## config.mk

```make
export PLATFORM = sky130hd
export DESIGN_NAME = omap_biu
export DESIGN_NICKNAME = d
export VERILOG_FILES = /design/src/rtl/omap_biu.sv
export SDC_FILE = /design/constraint.sdc
export NUM_CORES = 1
export LEC_CHECK = 0
export BUFFER_PORTS_ARGS = -buffer_cell sky130_fd_sc_hd__buf_2
export CAP_MARGIN = 10
export CORE_MARGIN = 4
export CORE_UTILIZATION = 30
export CTS_CLUSTER_SIZE = 30
export DETAILED_ROUTE_END_ITERATION = 10
export PLACE_DENSITY_LB_ADDON = 0.08
export SYNTH_ARGS = -nofsm -noshare
export SYNTH_HDL_FRONTEND = slang
export SYNTH_SLANG_ARGS = --single-unit
```

## constraint.sdc

```tcl
create_clock -name clk -period 9 [get_ports clk]
set_input_delay 0.9 -clock clk [delete_from_list [all_inputs] [get_ports clk]]
set_output_delay 0.9 -clock clk [all_outputs]
set_load 0.02 [all_outputs]
```

## src/rtl/omap_biu.sv

```systemverilog
`timescale 1ns/1ps
// Purpose: writes finished 64-bit omap buffer entries to memory as 32-bit words (high half first).
// Latency: start edge -> buffer read in cycle 1, capture in cycle 2, first write request in cycle 3.
// Backpressure: request is held stable until omap_biu2arb_rdy; no new buffer read while a word is pending.
//
// Ports:
//   clk, rst                    clock, asynchronous active-high reset
//   omap_start/omap_done        start pulse (accepted only when idle), one-cycle completion pulse
//   omap_base_addr              destination byte address, captured on an accepted start
//   omap_raddr/ren/rdata        omap buffer read port, data returned one cycle after ren
//   omap_biu2arb_req            bus ownership request, high for the whole transfer
//   omap_biu2arb_addr/data/vld/rdy   write request channel
//   arb2omap_biu_vld/rdy        write response channel, always ready
module omap_biu #(
   parameter logic [15:0] WORD_CNT    = 16'hc400,
   parameter logic [11:0] BANK_STRIDE = 12'hc40
) (
   input  logic        clk,
   input  logic        rst,
   input  logic        omap_start,
   output logic        omap_done,
   input  logic [31:0] omap_base_addr,
   output logic [31:0] omap_raddr,
   output logic        omap_ren,
   input  logic [63:0] omap_rdata,
   output logic        omap_biu2arb_req,
   output logic [31:0] omap_biu2arb_addr,
   output logic [31:0] omap_biu2arb_data,
   output logic        omap_biu2arb_vld,
   input  logic        omap_biu2arb_rdy,
   input  logic        arb2omap_biu_vld,
   output logic        arb2omap_biu_rdy
);

   typedef enum logic [2:0] {
      IDLE    = 3'd0,
      FETCH   = 3'd1,
      CAPT    = 3'd2,
      SEND_HI = 3'd3,
      SEND_LO = 3'd4,
      DRAIN   = 3'd5
   } state_t;

   state_t      state;
   state_t      state_d;
   logic [15:0] w;
   logic [15:0] rsp_cnt;
   logic [63:0] hold;
   logic [31:0] base;
   logic        done_q;
   logic        done_d;

   logic        hs;
   logic        last_word;
   logic        final_rsp;
   logic [2:0]  bank;
   logic [31:0] map_addr;
   logic [31:0] wr_addr;

   assign hs        = omap_biu2arb_vld & omap_biu2arb_rdy;
   assign last_word = (w == WORD_CNT - 16'd1);

   // The last response closes the transfer only once every word has been
   // accepted; it may coincide with the handshake of the final low word.
   assign final_rsp = arb2omap_biu_vld && (rsp_cnt == WORD_CNT - 16'd1) &&
                      ((state == DRAIN) || ((state == SEND_LO) && hs && last_word));

   // Same bank layout as the input-map fetch path: w[3:1] picks the bank,
   // w[15:4] the row inside it; w[0] only selects the entry half.
   assign bank     = {w[2:1], 1'b0} + {2'b00, w[3]};
   assign map_addr = {20'd0, w[15:4]} + ({29'd0, bank} * {20'd0, BANK_STRIDE});
   assign wr_addr  = base + {14'd0, w, 2'b00};

   assign omap_biu2arb_req = (state != IDLE);
   assign arb2omap_biu_rdy = 1'b1;
   assign omap_done        = done_q;

   always_ff @(posedge clk or posedge rst) begin
      if (rst) begin
         state <= IDLE;
      end else begin
         state <= state_d;
      end
   end

   // Request outputs decode only registered state (state, w, base, hold),
   // so they stay constant for as long as the arbiter withholds rdy.
   always_comb begin
      state_d           = state;
      done_d            = 1'b0;
      omap_ren          = 1'b0;
      omap_raddr        = 32'd0;
      omap_biu2arb_vld  = 1'b0;
      omap_biu2arb_addr = 32'd0;
      omap_biu2arb_data = 32'd0;
      case (state)
         IDLE: begin
            if (omap_start) state_d = FETCH;
         end
         FETCH: begin
            omap_ren   = 1'b1;
            omap_raddr = map_addr;
            state_d    = CAPT;
         end
         CAPT: begin
            state_d = SEND_HI;
         end
         SEND_HI: begin
            omap_biu2arb_vld  = 1'b1;
            omap_biu2arb_addr = wr_addr;
            omap_biu2arb_data = hold[63:32];
            if (hs) state_d = SEND_LO;
         end
         SEND_LO: begin
            omap_biu2arb_vld  = 1'b1;
            omap_biu2arb_addr = wr_addr;
            omap_biu2arb_data = hold[31:0];
            if (hs) begin
               if (last_word) begin
                  state_d = final_rsp ? IDLE : DRAIN;
                  done_d  = final_rsp;
               end else begin
                  state_d = FETCH;
               end
            end
         end
         DRAIN: begin
            if (final_rsp) begin
               state_d = IDLE;
               done_d  = 1'b1;
            end
         end
         default: state_d = IDLE;
      endcase
   end

   always_ff @(posedge clk or posedge rst) begin
      if (rst) begin
         w       <= 16'd0;
         rsp_cnt <= 16'd0;
         hold    <= 64'd0;
         base    <= 32'd0;
         done_q  <= 1'b0;
      end else begin
         done_q <= done_d;
         case (state)
            IDLE: begin
               if (omap_start) begin
                  base    <= omap_base_addr;
                  w       <= 16'd0;
                  rsp_cnt <= 16'd0;
               end
            end
            CAPT: hold <= omap_rdata;
            SEND_HI: begin
               if (hs) w <= w + 16'd1;
            end
            SEND_LO: begin
               // w stays on the last word index once the final word is out
               if (hs && !last_word) w <= w + 16'd1;
            end
            default: ;
         endcase
         // responses may overtake the send sequence, so count in every busy state
         if ((state != IDLE) && arb2omap_biu_vld) rsp_cnt <= rsp_cnt + 16'd1;
      end
   end

endmodule

```

Word-level counts from Yosys, hierarchy flattened
Cells that the tools add are included.

Flip-flop bits (word level): 132. Logic and storage cells: 65. Input bits: 101.

$mul: 1. Bitwise operators: 1. Multiplexer cells: 22. $add $sub $neg: 5. Reductions and logical operators: 18. Equal/unequal tests: 12.

Operators by type and width (count): $mux W16 (6); $pmux W32 S2 (1); $pmux W16 S3 (1); $add A16 B1 Y16 const B (2); $add A32 B18 Y32 (1); $eq A16 B16 Y1 const B (2); $mux W32 (1); $mux W3 (6); $pmux W3 S6 (1); $add A12 B15 Y16 (1); $mul A3 B6 Y9 const B (1); $ne A2 B2 Y1 const B (4); $reduce_and A4 Y1 (2); $eq A3 B2 Y1 const B (2); $eq A3 B3 Y1 const B (2); $logic_and A1 B1 Y1 (6); $reduce_bool A3 Y1 (2); $mux W1 (5); $reduce_and A2 Y1 (2); $reduce_bool A2 Y1 (2); $add A3 B1 Y3 (1); $eq A3 B1 Y1 const B (1); $logic_not A3 Y1 (1); $ne A2 B1 Y1 const B (1); 5 further kinds (5).

Logic depth before layout (Yosys ltp)
Gate-level depths: netlist (run 1).

Depth after elaboration: 12. Mapped depth: 11. Mapped depth without buffers: 10.

Worst setup path before layout (run 1)
No wires, ideal clock.

Kind: register to output. From: register w[0]. To: output port omap_biu2arb_addr[28]. Arrival: 2.706 ns. Setup slack: 5.394 ns. Data required time: 8.100 ns. Path buffers: 1. Cell stages (with the launch flop): 12. Cells stage by stage: dfrtp_1 > ha_1 > inv_1 > fa_1 > and2b_1 > o21ba_4 > o21ai_2 > a2111oi_4 > o22ai_2 > buf_6 > or3_1 > a21oi_1.

Word-level cells in the longest chain between the ends: 2.

RTL lines: from (decl) (line 46) `logic [15:0] w;`; from (signal assigned) (line 156) `if (hs) w <= w + 16'd1;`; from (signal assigned) (line 160) `if (hs && !last_word) w <= w + 16'd1;`; $add A32 B18 Y32 (line 72) `assign wr_addr = base + {14'd0, w, 2'b00};`; $mux W32 (line 96) `case (state)`; to (decl) (line 27) `output logic [31:0] omap_biu2arb_addr,`.

No other way between the ends.

Worst setup path after layout (run 1)
From: register w[1]. To: output port omap_biu2arb_addr[24].

The elaborated chain is that of the path after synthesis.

==> results.md, run 1 <==
* Skew-Pair Late Insertion Delay at 0.43 ns
* Setup Viol. Count Final at 0
* Final Power at 2980 µW
* Yosys cell types at 65
* ANT nets after route at 0
* Post-layout min period at 4.27 ns
* Leakage at 0.00451 µW
* Longest Clk Path Bufs at 2
* Syn Std Cell Area at 7570 µm²
* Met3 routed WL at 1370 µm
* Outcome: finished, final reports clean
* Initial drt markers at 283
* Final hold vios at 0
* GRT Util Overall at 0.155
* Ys flop type: dfrtp_1
* Async set-reset flop share out of synthesis at 1.00
* First-pass GRT wire length at 34900 µm
* Clock sink count at 132
* CP Max Fanout at 13
* Register bit total from synthesis at 132
* Port Buffers at 184
* Synthesis warning total at 0
* Worst Skew at 0.00967 ns
* Mux contribution to synthesized area at 0.105
* RePlAce Congestion at 0.794
* Worst EP required at 8.10 ns
* Initial antenna violation count at 2
* Measured slew at the worst slew-check pin at 0.961 ns
* DRT Pass-1 Iters at 4
* Pin count of the biggest net entering global routing at 68
* DR WL/cell at 16.8 µm
* RSZ-0062 raised after global routing: no
* Synth Area in XOR/XNOR at 0.0370
* Synth Area in Adders at 0.0516
* Max Slew Vio Count at 0
* Root buf cell: clkbuf_16
* WL met1 at 9840 µm
* Fmax at 234 MHz
* Share of layout cells above drive strength 1 at 0.318
* Worst slew margin at 0.359
* # nets final at 1087
* Postcts setup bufs at 0
* Worst vdd ir at 0.133 mV
* Die X at 167 µm
* Post-synthesis sequential area ratio at 0.437
* Main combinational cell family by area after synthesis: simple AND/OR/NAND/NOR gates
* Post-synth EDFFs at 0
* Power per cell area at 319 nW/µm²
* Post-DP HPWL at 15400 µm
* Met2 routed WL at 10300 µm
* Post-synthesis instance total at 790
* Fill cells at 2553
* WL final at 21700 µm
* Die ar. at 27800 µm²
* Post-synthesis compound-gate area fraction at 0.132
* CP startpoint kind: register
* Arr. time, crit path at 3.37 ns
* CP Class: reg -> out
* Synthesized area per cell at 9.58 µm²
* H-tree Lvls at 4
* Initial core utilization at 0.308
* Post-route DRC at 0
* WHS at 0.470 ns
* Total CTS buffers at 17
* DR vias/cell at 4.80
* DR vias at 6216
* Die Ht at 167 µm
* Sum of negative setup slack at 0 ns
* Ports at 202
* GR Overflow Total at 0
* CTS resizes at 0
* Highest routed layer: met5
* Crit end category: output port
* Worst min path class: reg -> reg
* Hold_buf cts at 0
* Total core area at 24500 µm²
* Vias in the first global route at 6340
* Clock-pin slew on the worst setup and hold paths at 0.06 ns
* CTS tree: yes
* Max-cap violations at 0
* Fin crit share at 0.474
* Simple-gate share of the synthesized area at 0.186
* Area delta synth->final at 23.3%
* Row count at 57
==> stage by stage <==
step | utilization | instances | cell area [µm²] | setup slack, ns
5_1_grt | 0.380 | 1294 | 9330 | 4.52
6_report | 0.380 | 1294 | 9330 | 4.73
2_1_floorplan | - | 805 | 7620 | 4.57
4_1_cts | 0.380 | 1292 | 9320 | 4.72
3_3_place_gp | 0.355 | 1260 | 8710 | 5.22
3_5_place_dp | 0.355 | 1260 | 8710 | 5.21
==> final timing paths <==
path / depth (start not counted) / end / slack, ns / from
min: 2 / base[1] / 0.47 / base[1]
max: 10 / omap_biu2arb_addr[24] / 4.73 / w[1]
min reg2reg: 2 / base[1] / 0.47 / base[1]
max reg2reg: 8 / w[13] / 6.32 / state[0]
min in group asynchronous: 2 / hold[30] / 0.56 / rst
max in group asynchronous: 3 / w[6] / 7.09 / rst
==> report_power, final <==
part	total [µW]	internal (µW)	switching (µW)
sequential	1000	831	172
clock	721	400	321
combinational	1260	529	727
total	2980	1760	1220
==> worst max-delay path, cell delays in order (launching register included) <==
cell       delay (ns)
dfrtp_1          0.48
inv_1            0.16
fa_1             0.43
and2b_1          0.27
o21ba_4          0.15
o21ai_2          0.08
a2111oi_4        0.31
o22ai_2          0.25
or4_1            0.45
a21oi_1          0.18
buf_2            0.19
==> metal layers <==
metal | up-vias | global-route usage
met5 | - | 0
met4 | 2 | 0.0345
met3 | 19 | 0.0540
met2 | 152 | 0.255
met1 | 2989 | 0.198
li1 | 3054 | -
==> kinds of logic after synthesis <==
family / after synthesis
other cells: 2
mux: 71
compound gates: 139
xor+xnor: 32
fa+ha+maj: 30
flops: 132
simple gates: 303
buf+inv: 81
==> layout make-up <==
| type | instances | area, µm² | share of cell area |
|---|---|---|---|
| multi-input combinational | 592 | 3940 | 0.423 |
| sequential | 132 | 3300 | 0.354 |
| clock buffer | 17 | 425 | 0.0456 |
| timing repair buffer | 191 | 973 | 0.104 |
| tap | 324 | 405 | 0.0434 |
| antenna | 1 | 2.50 | 0.000268 |
| inverter | 22 | 87.6 | 0.00939 |
| clock inverter | 15 | 189 | 0.0202 |
==> synthesized netlist by cell type (3+ instances only) <==
| cell type | n | area share |
|---|---|---|
| clkbuf_1 | 23 | 0.011 |
| mux2i_1 | 6 | 0.0079 |
| and3_1 | 10 | 0.0083 |
| a31oi_1 | 4 | 0.0033 |
| a21oi_1 | 26 | 0.017 |
| a22o_1 | 34 | 0.039 |
| or4_1 | 4 | 0.0040 |
| nand2_1 | 127 | 0.063 |
| mux2_2 | 65 | 0.097 |
| xor2_1 | 13 | 0.015 |
| o31ai_1 | 5 | 0.0050 |
| nor3_1 | 17 | 0.011 |
| nor2b_1 | 6 | 0.0050 |
| and2_1 | 8 | 0.0066 |
| inv_1 | 21 | 0.010 |
| o211ai_1 | 3 | 0.0030 |
| nand2b_1 | 6 | 0.0050 |
| o21ai_0 | 35 | 0.023 |
| xnor2_1 | 19 | 0.022 |
| buf_2 | 13 | 0.0086 |
| a21o_1 | 5 | 0.0050 |
| nand4_1 | 11 | 0.0091 |
| or3_1 | 9 | 0.0074 |
| ha_1 | 28 | 0.046 |
| buf_4 | 17 | 0.017 |
| nand3_1 | 25 | 0.017 |
| nor2_1 | 65 | 0.032 |
| buf_1 | 4 | 0.0020 |
| o21a_1 | 7 | 0.0069 |
| or2_2 | 3 | 0.0025 |
| dfrtp_1 | 132 | 0.44 |
==> cells in the final DEF, fill, tap and decap left out, drive strengths merged, types with 13 or more instances in the layout <==
| master | n |
|---|---|
| xnor2 | 19 |
| inv | 28 |
| a22o | 34 |
| dfrtp | 132 |
| o21ai | 37 |
| mux2 | 65 |
| xor2 | 13 |
| nand2 | 127 |
| clkbuf | 18 |
| nor3 | 19 |
| nor2 | 65 |
| a21oi | 26 |
| conb | 17 |
| buf | 190 |
| ha | 28 |
| nand3 | 26 |
==> registers in the layout, indices dropped and copies added (netlist names) <==
signal and count:
omap_done 1, base 32, w 16, rsp_cnt 16
state 3, hold 64
Power figures use the tool's default switching activity.
==> inputs of run 2 (changes only) <==
--- a/config.mk
+++ b/config.mk
@@ -5,6 +5,7 @@
 export SDC_FILE = /design/constraint.sdc
 export NUM_CORES = 1
 export LEC_CHECK = 0
+export ABC_AREA = 1
 export BUFFER_PORTS_ARGS = -buffer_cell sky130_fd_sc_hd__buf_2
 export CAP_MARGIN = 10
 export CORE_MARGIN = 4
==> constraint.sdc (replaced) <==
create_clock -name clk -period 4.4 [get_ports clk]
set_input_delay 0.44 -clock clk [delete_from_list [all_inputs] [get_ports clk]]
set_output_delay 0.44 -clock clk [all_outputs]
set_load 0.02 [all_outputs]
==> results.md, run 2 <==
* Outcome: finished, final reports clean
* Area contributors post-synth: dfrtp_1 39%, nand2_1 11%, mux2_2 8.7%
* H-tree Lvls at 4
* CTS resizes at 0
* GR Overflow Total at 0
* Area delta synth->final at 22.0%
* Post-route DRC at 0
* Vias in the first global route at 7567
* Crit end category: output port
* DRT Pass-1 Iters at 5
* Root buf cell: clkbuf_16
* Synthesis warning total at 0
* Pre-CTS setup slack at 1.53 ns
* Max reg flops at 64
* Post-synthesis sequential area ratio at 0.395
* Setup Viol. Count Final at 0
* Measured slew at the worst slew-check pin at 0.870 ns
* Worst vdd ir at 0.285 mV
* Worst reg2reg path depth at 5
* Met2 routed WL at 11900 µm
* Fmax at 305 MHz
* Leakage at 0.00523 µW
* Worst reg2reg endpoint: rsp_cnt[10]
* DR WL/cell at 15.5 µm
* # nets final at 1392
* Max-cap violations at 0
* Highest routed layer: met5
* Commonest non-fill, non-tap cell in the layout: nand2_1
* Die X at 175 µm
* Worst slew margin at 0.420
* RSZ-0062 raised after global routing: no
* Share of layout cells above drive strength 1 at 0.247
* Die Ht at 175 µm
* Finished Core Util at 0.376
* CTS tree: yes
* WL final at 25500 µm
* ANT nets after route at 0
* Syn Std Cell Area at 8370 µm²
* Hold_buf cts at 0
* Initial drt markers at 403
* Arr. time, crit path at 2.84 ns
* Worst min path class: in -> async
* First-pass GRT wire length at 40600 µm
* Yosys cell types at 46
* CP Max Fanout at 28
* Ant. Diodes at 0
* Clock-pin slew on the worst setup and hold paths at 0.08 ns
* GRT Util Overall at 0.165
* Post-synth EDFFs at 0
* Synth area leader: dfrtp_1
* CP Class: reg -> out
* Port Buffers at 184
* DR vias at 7582
* Async set-reset flop share out of synthesis at 1.00
* PnR worst setup slack at 1.12 ns
* Worst Skew at 0.00915 ns
* Worst EP required at 3.96 ns
* Most frequent cells in the layout: 241 x nand2_1, 184 x buf_2, 151 x nor2_1, 134 x inv_1, 132 x dfrtp_1
* Final hold vios at 0
* CP startpoint kind: register
* Max Slew Vio Count at 0
* Post-layout min period at 3.28 ns
* Post-DP HPWL at 19300 µm
* Initial antenna violation count at 4
* Largest registers in the final layout: hold: 64 flops, base: 32 flops
* RePlAce Congestion at 0.830
* Total CTS buffers at 17
* Row count at 60
* Synth cell count leaders: 242 x nand2_1, 151 x nor2_1, 135 x inv_1, 132 x dfrtp_1, 75 x a21oi_1
* Postcts setup bufs at 0
* Register bit total from synthesis at 132
* Ports at 202
* Initial core utilization at 0.308
* Met3 routed WL at 1440 µm
* Longest Clk Path Bufs at 2
* R2R Setup Slk at 1.80 ns
* Die ar. at 30600 µm²
* Count leader, synth: nand2_1
* Sum of negative setup slack at 0 ns
* Pin count of the biggest net entering global routing at 67
* DR vias/cell at 4.61
* Total core area at 27200 µm²
* Largest Register: hold
* Ys flop type: dfrtp_1
* WL met1 at 11800 µm
* Synthesized area per cell at 7.70 µm²
* Post-synthesis instance total at 1087
* Power per cell area at 620 nW/µm²
* Fin crit share at 0.745
* Worst R2R Start: state[0]
* Clock sink count at 132
* Share of the synthesized area in the top cell type at 0.395
* Skew-Pair Late Insertion Delay at 0.43 ns
-- run 2: layout make-up --
type	instances	area (µm²)
fill	2935	17000
inverter	140	533
sequential	132	3300
tap	372	465
multi-input combinational	781	4330
clock buffer	17	425
clock inverter	15	185
timing repair buffer	189	971
-- run 2: stage by stage --
step	instance area, µm²	hold WS (ns)	instances	power [µW]
6_report	10200	0.112	1646	6330
5_1_grt	10200	0.171	1646	6820
4_1_cts	10200	0.136	1646	6430
3_5_place_dp	9600	0.494	1614	4930
3_3_place_gp	9600	0.488	1614	4920
2_1_floorplan	8430	0.462	1102	4060
-- run 2: worst max path at each step --
stage / from / end / slack, ns / cells after the start
2_1_floorplan: rst / base[0] / 0.43 / 1
3_3_place_gp: state[0] / omap_biu2arb_addr[13] / 1.58 / 7
3_5_place_dp: state[0] / omap_biu2arb_addr[10] / 1.53 / 7
4_1_cts: state[0] / omap_biu2arb_addr[10] / 1.04 / 7
5_1_grt: state[0] / omap_biu2arb_addr[13] / 0.84 / 7
6_report: state[0] / omap_biu2arb_addr[10] / 1.12 / 7
-- run 2: cells by family (layout without fill, tap and decap cells) --
group | after synthesis | in the layout | share of synthesized area
simple gates | 502 | 502 | 0.252
other cells | 2 | 17 | 0.000897
xor+xnor | 18 | 18 | 0.0188
flops | 132 | 132 | 0.395
fa+ha+maj | 30 | 30 | 0.0466
mux | 65 | 65 | 0.0874
buf+inv | 189 | 361 | 0.0960
compound gates | 149 | 149 | 0.104
-- run 2: metal layers --
layer	vias to the layer above	track usage
met5	-	0
met1	3527	0.222
li1	3835	-
met4	8	0.0416
met2	180	0.268
met3	32	0.0405
-- run 2: critical path, cell delays in order, from the launching register on --
cell	delay (ns)
dfrtp_1	0.44
nor2_4	0.43
nand2_4	0.29
nand2_4	0.40
inv_1	0.26
buf_4	0.26
nor2_1	0.12
buf_2	0.17
-- run 2: report_power, final --
group,switching [µW],total (µW),internal [µW]
Sequential,333,2040,1700
Combinational,1800,2830,1030
Clock,697,1470,771
==> inputs of run 3 (changes only) <==
==> constraint.sdc (replaced) <==
create_clock -name clk -period 3.3 [get_ports clk]
set_input_delay 0.33 -clock clk [delete_from_list [all_inputs] [get_ports clk]]
set_output_delay 0.33 -clock clk [all_outputs]
set_load 0.02 [all_outputs]
==> results.md, run 3 (same netlist as run 2, synthesis figures left out) <==
* Outcome: finished, final reports clean
* Worst reg2reg endpoint: w[8]
* GRT Util Overall at 0.166
* Post-route DRC at 0
* Initial core utilization at 0.308
* Worst reg2reg path depth at 7
* Setup Viol. Count Final at 0
* Leakage at 0.00528 µW
* R2R Setup Slk at 1.00 ns
* RSZ-0062 raised after global routing: no
* Vias in the first global route at 7627
* Crit end category: output port
* CTS tree: yes
* ANT nets after route at 0
* Worst vdd ir at 0.363 mV
* Worst slew margin at 0.389
* First-pass GRT wire length at 40700 µm
* Final hold vios at 0
* Worst R2R Start: state[2]
* Skew-Pair Late Insertion Delay at 0.43 ns
* Arr. time, crit path at 2.67 ns
* RePlAce Congestion at 0.825
* Postcts setup bufs at 0
* Total CTS buffers at 17
* Area delta synth->final at 23.3%
* DRT Pass-1 Iters at 5
* Port Buffers at 184
* Pin count of the biggest net entering global routing at 54
* Root buf cell: clkbuf_16
* Longest Clk Path Bufs at 2
* Largest registers in the final layout: hold: 64 flops, base: 32 flops
* Most frequent cells in the layout: 241 x nand2_1, 184 x buf_2, 151 x nor2_1, 134 x inv_1, 132 x dfrtp_1
* Share of layout cells above drive strength 1 at 0.252
* Clock sink count at 132
* DR vias/cell at 4.61
* Initial drt markers at 429
* H-tree Lvls at 4
* Commonest non-fill, non-tap cell in the layout: nand2_1
* Clock-pin slew on the worst setup and hold paths at 0.07 ns
* Measured slew at the worst slew-check pin at 0.914 ns
* Max reg flops at 64
* Row count at 60
* Finished Core Util at 0.380
* DR vias at 7626
* Fmax at 333 MHz
* Worst min path class: in -> async
* WL final at 25200 µm
* DR WL/cell at 15.2 µm
* CP Max Fanout at 6
* Largest Register: hold
* Fin crit share at 0.910
* # nets final at 1400
* Post-DP HPWL at 19400 µm
* Worst Skew at 0.0145 ns
* Worst EP required at 2.97 ns
* Sum of negative setup slack at 0 ns
* Power per cell area at 821 nW/µm²
* Ports at 202
* Die ar. at 30600 µm²
* GR Overflow Total at 0
* Max Slew Vio Count at 0
* Hold_buf cts at 0
* WHS at 0.0806 ns
* Max-cap violations at 0
* CTS resizes at 0
* Post-layout min period at 3.00 ns
* Total core area at 27200 µm²
* CP startpoint kind: register
* CP Class: reg -> out
* Die Ht at 175 µm
* Die X at 175 µm
* Initial antenna violation count at 6
## run 3: worst max-delay path by stage
stage | startpoint | to | slack [ns] | cells past startpoint
after global placement | w[0] | omap_biu2arb_addr[26] | 0.72 | 13
final | w[0] | omap_biu2arb_addr[28] | 0.30 | 13
after detailed placement | w[0] | omap_biu2arb_addr[28] | 0.70 | 13
after floorplan | w[1] | omap_raddr[15] | 0.87 | 7
after CTS | w[0] | omap_biu2arb_addr[28] | 0.23 | 13
after global routing | w[3] | omap_raddr[14] | 0.02 | 11
## run 3: layout make-up
type	count	area [µm²]
antenna	1	2.50
clock buffer	17	425
clock inverter	15	180
fill	2939	16900
inverter	140	532
multi-input combinational	781	4330
sequential	132	3300
tap	372	465
timing repair buffer	197	1080
## run 3: power breakdown
group          total (µW)  switching [µW]  internal, µW  leakage (µW)
sequential           2720             446          2270       0.00159
clock                1940             915          1030      0.000292
combinational        3810            2390          1420       0.00340
total                8470            3750          4720       0.00528
## run 3: metrics by stage
stage                     std cells  setup WS, ns  instance area (µm²)  total power (µW)
after floorplan                1102         0.870                 8430              5410
after global placement         1622         0.724                 9710              6620
after detailed placement       1622         0.700                 9710              6620
after CTS                      1654         0.233                10300              8610
after global routing           1655        0.0168                10300              9150
final                          1655         0.296                10300              8470
## run 3: routing by layer
layer | up-vias | routed length (µm) | track usage
met2 | 177 | 12200 | 0.279
met1 | 3560 | 11200 | 0.211
met5 | - | 48 | 0
li1 | 3855 | - | -
met4 | 10 | 231 | 0.0360
met3 | 24 | 1490 | 0.0495
## run 3: worst max-delay path: stages (launching register included)
cell	delay (ns)
dfrtp_1	0.51
ha_1	0.22
inv_1	0.05
fa_1	0.39
inv_1	0.10
nand4_1	0.09
nand2_1	0.21
nand2_1	0.07
nand2_1	0.11
nand2_1	0.08
nand3_1	0.08
nand2_1	0.05
nor2_1	0.11
buf_2	0.18
